[config.mk]
export PLATFORM = sky130hd
export DESIGN_NAME = axi4_lite_arbiter2
export DESIGN_NICKNAME = d
export VERILOG_FILES = /design/src/rtl/axi4_lite_arbiter2.sv
export SDC_FILE = /design/constraint.sdc
export NUM_CORES = 1
export LEC_CHECK = 0
export ABC_CLOCK_PERIOD_IN_PS = 2029
export CORE_MARGIN = 5
export CORE_UTILIZATION = 39
export CTS_CLUSTER_SIZE = 8
export DETAILED_ROUTE_END_ITERATION = 10
export GPL_ROUTABILITY_DRIVEN = 0
export PLACE_DENSITY = 0.93
export SLEW_MARGIN = 20
export SYNTH_ARGS = -nofsm -noshare
export SYNTH_HDL_FRONTEND = slang
export SYNTH_SLANG_ARGS = --single-unit
[constraint.sdc]
create_clock -name clk -period 2.03 [get_ports clk]
set_input_delay 0.609 -clock clk [delete_from_list [all_inputs] [get_ports clk]]
set_output_delay 0.609 -clock clk [all_outputs]
set_load 0.005 [all_outputs]
[src/rtl/axi4_lite_arbiter2.sv]
// Two-requester front end for the AXI4-Lite manager: one transaction in flight,
// round-robin or fixed-priority grant, with a timeout if the manager never goes busy.
module axi4_lite_arbiter2 #(
  parameter int WIDTH          = 32,
  parameter int ADDR_WIDTH     = 32,
  parameter bit FIXED_PRIORITY = 1'b0,
  parameter int ISSUE_TIMEOUT  = 16
) (
  input  logic                  clk,
  input  logic                  rst_n,
  input  logic                  r0_rd_en,
  input  logic                  r0_wr_en,
  input  logic [ADDR_WIDTH-1:0] r0_addr,
  input  logic [WIDTH-1:0]      r0_wr_data,
  input  logic [WIDTH/8-1:0]    r0_wr_strobe,
  output logic [WIDTH-1:0]      r0_rd_data,
  output logic                  r0_access_fault,
  output logic                  r0_busy,
  input  logic                  r1_rd_en,
  input  logic                  r1_wr_en,
  input  logic [ADDR_WIDTH-1:0] r1_addr,
  input  logic [WIDTH-1:0]      r1_wr_data,
  input  logic [WIDTH/8-1:0]    r1_wr_strobe,
  output logic [WIDTH-1:0]      r1_rd_data,
  output logic                  r1_access_fault,
  output logic                  r1_busy,
  output logic                  m_rd_en,
  output logic                  m_wr_en,
  output logic [ADDR_WIDTH-1:0] m_addr,
  output logic [WIDTH-1:0]      m_wr_data,
  output logic [WIDTH/8-1:0]    m_wr_strobe,
  input  logic [WIDTH-1:0]      m_rd_data,
  input  logic                  m_access_fault,
  input  logic                  m_busy
);

  localparam int SW = WIDTH / 8;
  localparam int CW = $clog2(ISSUE_TIMEOUT + 1);
  localparam logic [CW-1:0] TO_LAST = CW'(ISSUE_TIMEOUT - 1);

  typedef enum logic [1:0] {S_IDLE, S_ISSUE, S_WAIT, S_RESP} state_t;

  state_t                r_state;
  logic                  r_last_grant;
  logic                  r_grant;
  logic                  r_is_wr;
  logic                  r_m_rd_en;
  logic                  r_m_wr_en;
  logic [ADDR_WIDTH-1:0] r_addr;
  logic [WIDTH-1:0]      r_wr_data;
  logic [SW-1:0]         r_wr_strobe;
  logic [WIDTH-1:0]      r_rsp_data;
  logic                  r_rsp_fault;
  logic [CW-1:0]         r_cnt;

  logic                  w_req0;
  logic                  w_req1;
  logic                  w_pick1;
  logic                  w_sel_wr;
  logic [ADDR_WIDTH-1:0] w_sel_addr;
  logic [WIDTH-1:0]      w_sel_data;
  logic [SW-1:0]         w_sel_strobe;
  logic                  w_resp0;
  logic                  w_resp1;

  assign w_req0 = r0_rd_en | r0_wr_en;
  assign w_req1 = r1_rd_en | r1_wr_en;

  // On a tie, round-robin hands the bus to whoever did not have it last.
  assign w_pick1      = w_req1 & (~w_req0 | (~FIXED_PRIORITY & ~r_last_grant));
  assign w_sel_wr     = w_pick1 ? r1_wr_en     : r0_wr_en;
  assign w_sel_addr   = w_pick1 ? r1_addr      : r0_addr;
  assign w_sel_data   = w_pick1 ? r1_wr_data   : r0_wr_data;
  assign w_sel_strobe = w_pick1 ? r1_wr_strobe : r0_wr_strobe;

  assign w_resp0 = (r_state == S_RESP) & ~r_grant;
  assign w_resp1 = (r_state == S_RESP) &  r_grant;

  assign r0_busy         = w_req0 & ~w_resp0;
  assign r1_busy         = w_req1 & ~w_resp1;
  assign r0_rd_data      = w_resp0 ? r_rsp_data : '0;
  assign r1_rd_data      = w_resp1 ? r_rsp_data : '0;
  assign r0_access_fault = w_resp0 & r_rsp_fault;
  assign r1_access_fault = w_resp1 & r_rsp_fault;

  assign m_rd_en     = r_m_rd_en;
  assign m_wr_en     = r_m_wr_en;
  assign m_addr      = r_addr;
  assign m_wr_data   = r_wr_data;
  assign m_wr_strobe = r_wr_strobe;

  // NOTE: state is updated with non-blocking assignments so every register
  // samples pre-edge values; the async reset clears all of it immediately.
  always_ff @(posedge clk or negedge rst_n) begin
    if (!rst_n) begin
      r_state      <= S_IDLE;
      r_last_grant <= 1'b1;
      r_grant      <= 1'b0;
      r_is_wr      <= 1'b0;
      r_m_rd_en    <= 1'b0;
      r_m_wr_en    <= 1'b0;
      r_addr       <= '0;
      r_wr_data    <= '0;
      r_wr_strobe  <= '0;
      r_rsp_data   <= '0;
      r_rsp_fault  <= 1'b0;
      r_cnt        <= '0;
    end else begin
      case (r_state)
        S_IDLE: begin
          if (w_req0 | w_req1) begin
            r_grant     <= w_pick1;
            r_is_wr     <= w_sel_wr;
            r_m_wr_en   <= w_sel_wr;
            r_m_rd_en   <= ~w_sel_wr;
            r_addr      <= w_sel_addr;
            r_wr_data   <= w_sel_data;
            r_wr_strobe <= w_sel_strobe;
            r_cnt       <= '0;
            r_state     <= S_ISSUE;
          end
        end
        S_ISSUE: begin
          if (m_busy) begin
            r_m_rd_en <= 1'b0;
            r_m_wr_en <= 1'b0;
            r_state   <= S_WAIT;
          end else if (r_cnt == TO_LAST) begin
            r_m_rd_en   <= 1'b0;
            r_m_wr_en   <= 1'b0;
            r_rsp_data  <= '0;
            r_rsp_fault <= 1'b1;
            r_cnt       <= '0;
            r_state     <= S_RESP;
          end else begin
            r_cnt <= r_cnt + 1'b1;
          end
        end
        S_WAIT: begin
          if (!m_busy) begin
            r_rsp_data  <= r_is_wr ? '0 : m_rd_data;
            r_rsp_fault <= m_access_fault;
            r_state     <= S_RESP;
          end
        end
        S_RESP: begin
          r_last_grant <= r_grant;
          r_state      <= S_IDLE;
        end
        default: r_state <= S_IDLE;
      endcase
    end
  end

endmodule
==> flow_metrics.py <==
metrics = {
    "status": {
        "status": "finished, violations left",
        "violations": "setup timing",
    },
    "clock_network": {
        "cts.sink_count": 113,
        "path_clk_slew_ps": 50,
        "cts_buffers": 17,
        "cts-root-buf": "clkbuf_16",
        "cts.path.max_buffers": 2,
        "htreeDepth": 4,
        "clock_latency_ps": 410,
        "cts_tree": "yes",
    },
    "critical_path": {
        "crit_path_max_fanout": 6,
        "max_stage_delay_ps": 420,
        "cp_slowest_cell": "dfrtp_1",
        "critPathLaunch": "r_state[0]",
        "r2r-end": "r_state[1]",
        "arrival_ps": 1790,
        "ff2ff_path_depth": 6,
        "ff2ff_setup_slack_ps": 40,
        "end_kind": "output port",
        "reg2reg_from": "r_state[0]",
        "worstPathRequired_ps": 1420,
        "worstSetupPathType": "flop to output port",
        "crit_end": "r0_rd_data[21]",
        "start_kind": "flop",
        "cp_cell_sequence": "ha_4 > nor2b_4 > buf_6 > buf_6 > buf_16 > and2_4 > buf_6",
        "critPathMostFrequentCell": "buf_6",
    },
    "floorplan": {
        "fp-row-count": 44,
        "initial_utilization_pct": 39.3,
        "fp.coreArea_sq_mm": 0.0144,
        "die_w_um": 131,
        "ioPinCount": 314,
        "die_h_um": 131,
        "dieArea_sq_mm": 0.0171,
    },
    "power": {
        "p_leak_nw": 4.71,
        "seq_power_share_pct": 29.0,
        "vdd_ir_drop_max_v": 0.000644,
        "sw_frac_of_total_pct": 34.5,
        "internal_power_w": 0.00853,
        "power_density_mw_per_mm2": 1290,
        "clockPowerShare_pct": 22.0,
        "pwr-share-comb_pct": 49.0,
        "p_switching_w": 0.00450,
    },
    "placement": {
        "placed_area_sq_mm": 0.00914,
        "dp_cells": 1076,
        "portBuffers": 313,
        "hpwl_mm": 14.0,
    },
    "timing": {
        "slew_headroom_pct": 72.4,
        "rsz0062_at_grt": "true",
        "tns_ps": -14710,
        "clock_skew_ps": 7.43,
        "slew_violations": 0,
        "tightestPinTransition_ps": 413,
        "fmax_mhz": 418,
        "hold_viol": 0,
        "setup_viol": 68,
        "post-route-period-util_pct": 118,
        "layout_min_cycle_time_ps": 2390,
        "fin_ws_ps": -364,
    },
    "final_layout": {
        "final_cell_mix": "clkdlybuf4s50_1, nand2_1, dfrtp_1, o21ai_0, mux2i_1",
        "area_growth_pct": 78.2,
        "n_fill_cell": 1042,
        "stdcell_area_sq_mm": 0.0101,
        "antenna_cells": 0,
        "fin_cells": 1128,
        "drive_gt1_share_pct": 22.2,
        "final_util_pct": 70.1,
        "multi_input_area_sq_mm": 0.00277,
        "final_common_cell": "clkdlybuf4s50_1",
        "seqCellArea_sq_mm": 0.00283,
        "final_nets": 1114,
    },
    "global_route": {
        "grt_max_degree": 72,
        "grt_usage_pct": 22.4,
        "grt_pass1_wl_mm": 29.3,
        "grt_pass1_vias": 5700,
        "antenna_found_initial": 0,
        "grt-ovfl-total": 0,
    },
    "synthesis": {
        "ys_ff_latch": 113,
        "synth-simple-area-share_pct": 19.1,
        "syn_nets": 773,
        "synthCells": 591,
        "syn-cell-area_sq_mm": 0.00567,
        "synth_flop_cell": "dfrtp_1",
        "synthMuxAreaShare_pct": 12.4,
        "synth_top_family_by_area": "simple AND/OR/NAND/NOR gates",
        "seq_area_frac_synth_pct": 49.9,
        "synth_xor_area_share_pct": 0,
        "avgSynthCellArea_sq_um": 9.60,
        "synthArstFlopShare_pct": 100,
        "synth_edf_count": 0,
        "netlist-cell-type-count": 43,
        "synthAdderAreaFrac_pct": 1.32,
        "synth_compound_area_share_pct": 12.3,
        "synth-warning-count": 0,
    },
    "detailed_routing": {
        "drc": 0,
        "first_iter_violations": 292,
        "drt-wirelength-per-cell_um": 18.0,
        "firstDrtPassIters": 4,
        "num_vias": 5709,
        "wirelength_mm": 20.3,
        "antenna_left": 0,
        "viasPerCell": 5.06,
    },
    "run": {
        "maxCapViolations": 0,
    },
    "worst_hold_path": {
        "hold_path_class": "flop to flop",
        "hold_depth": 2,
        "holdCritStartpoint": "m_addr[1]",
    },
}
## per-layer routing
metal / up-vias / share of wire (%) / global-route usage, % / wire [um]
met2: 217 / 51 / 38.3 / 10400
met4: 0 / 2.9 / 9.50 / 590
met1: 2746 / 39 / 26.1 / 7900
met3: 48 / 6.8 / 6.54 / 1380
li1: 2698 / - / - / -
met5: - / 0 / 0 / 0
## power groups by stage
stage / clock (W) / sequential (W) / combinational (W)
after floorplan: 0 / 0.00372 / 0.00268
after global placement: 0 / 0.00369 / 0.00535
after detailed placement: 0 / 0.00374 / 0.00552
after CTS: 0.00292 / 0.00374 / 0.00627
after global routing: 0.00301 / 0.00387 / 0.00696
final: 0.00287 / 0.00377 / 0.00638
## kinds of logic (layout without fill, tap and decap cells)
logic type	count (synthesis)	after routing
compound gates	125	125
fa+ha+maj	6	6
flops	113	113
simple gates	228	228
mux	70	70
buf+inv	49	402
## synthesized netlist by cell type, types with 2 or more instances
master	instances	area [sq um]
o21ai_0	88	440
o21ai_2	4	35.0
nand3_1	2	10.0
mux2_2	2	22.5
buf_6	2	22.5
mux2i_1	68	681
buf_8	2	30.0
inv_1	5	18.8
nand2_1	139	522
nor2b_1	3	18.8
and3_1	35	219
clkbuf_2	2	10.0
buf_2	11	55.1
ha_1	6	75.1
a31o_2	3	26.3
and2_1	34	213
a211o_1	2	17.5
buf_4	8	60.1
a21o_1	3	22.5
clkbuf_1	18	67.6
dfrtp_1	112	2800
nor2_1	7	26.3
o21ai_1	15	75.1
## worst min path at each step
stage	end
2_1_floorplan	m_addr[0]
3_3_place_gp	r_rsp_data[4]
3_5_place_dp	r_rsp_data[6]
4_1_cts	m_addr[1]
5_1_grt	m_wr_data[2]
6_report	m_addr[1]
## worst max-delay path, delay by kind of cell (launching register included)
family | cells | cell delay [ps]
buf+inv | 4 | 490
flops | 1 | 420
simple gates | 2 | 280
fa+ha+maj | 1 | 200
## layout make-up
class / count / share of cell area, %
Multi-Input combinational cell: 429 / 27.4
Inverter: 5 / 0.223
Timing Repair Buffer: 366 / 36.6
Clock buffer: 25 / 4.80
Clock inverter: 6 / 0.792
Sequential cell: 113 / 28.0
Tap cell: 184 / 2.28
## repair_timing
action | CTS | global route
hold buffers | 1 | 0
cloned | 8 | 0
pin swaps | 23 | 3
gates resized for setup | 330 | 56
setup endpoints to repair | 68 | 71
buffers inserted | 12 | 4
hold endpoints to repair | 2 | 0
## sequential cells by signal, summed over array words and instances (netlist names)
signal / cells
m_addr: 32
r_is_wr: 1
m_wr_strobe: 4
r_last_grant: 1
r_rsp_fault: 1
m_rd_en: 1
r_grant: 1
m_wr_en: 1
r_state: 2
r_cnt: 5
r_rsp_data: 32
m_wr_data: 32
## through the flow
stage	hold slack, ps	setup slack [ps]	power (W)
after CTS	481	-359	0.0129
after detailed placement	436	-599	0.00926
after floorplan	313	115	0.00640
after global placement	433	-554	0.00904
after global routing	504	-408	0.0138
final	475	-364	0.0130
No activity file was read; power rests on OpenSTA's default activity.
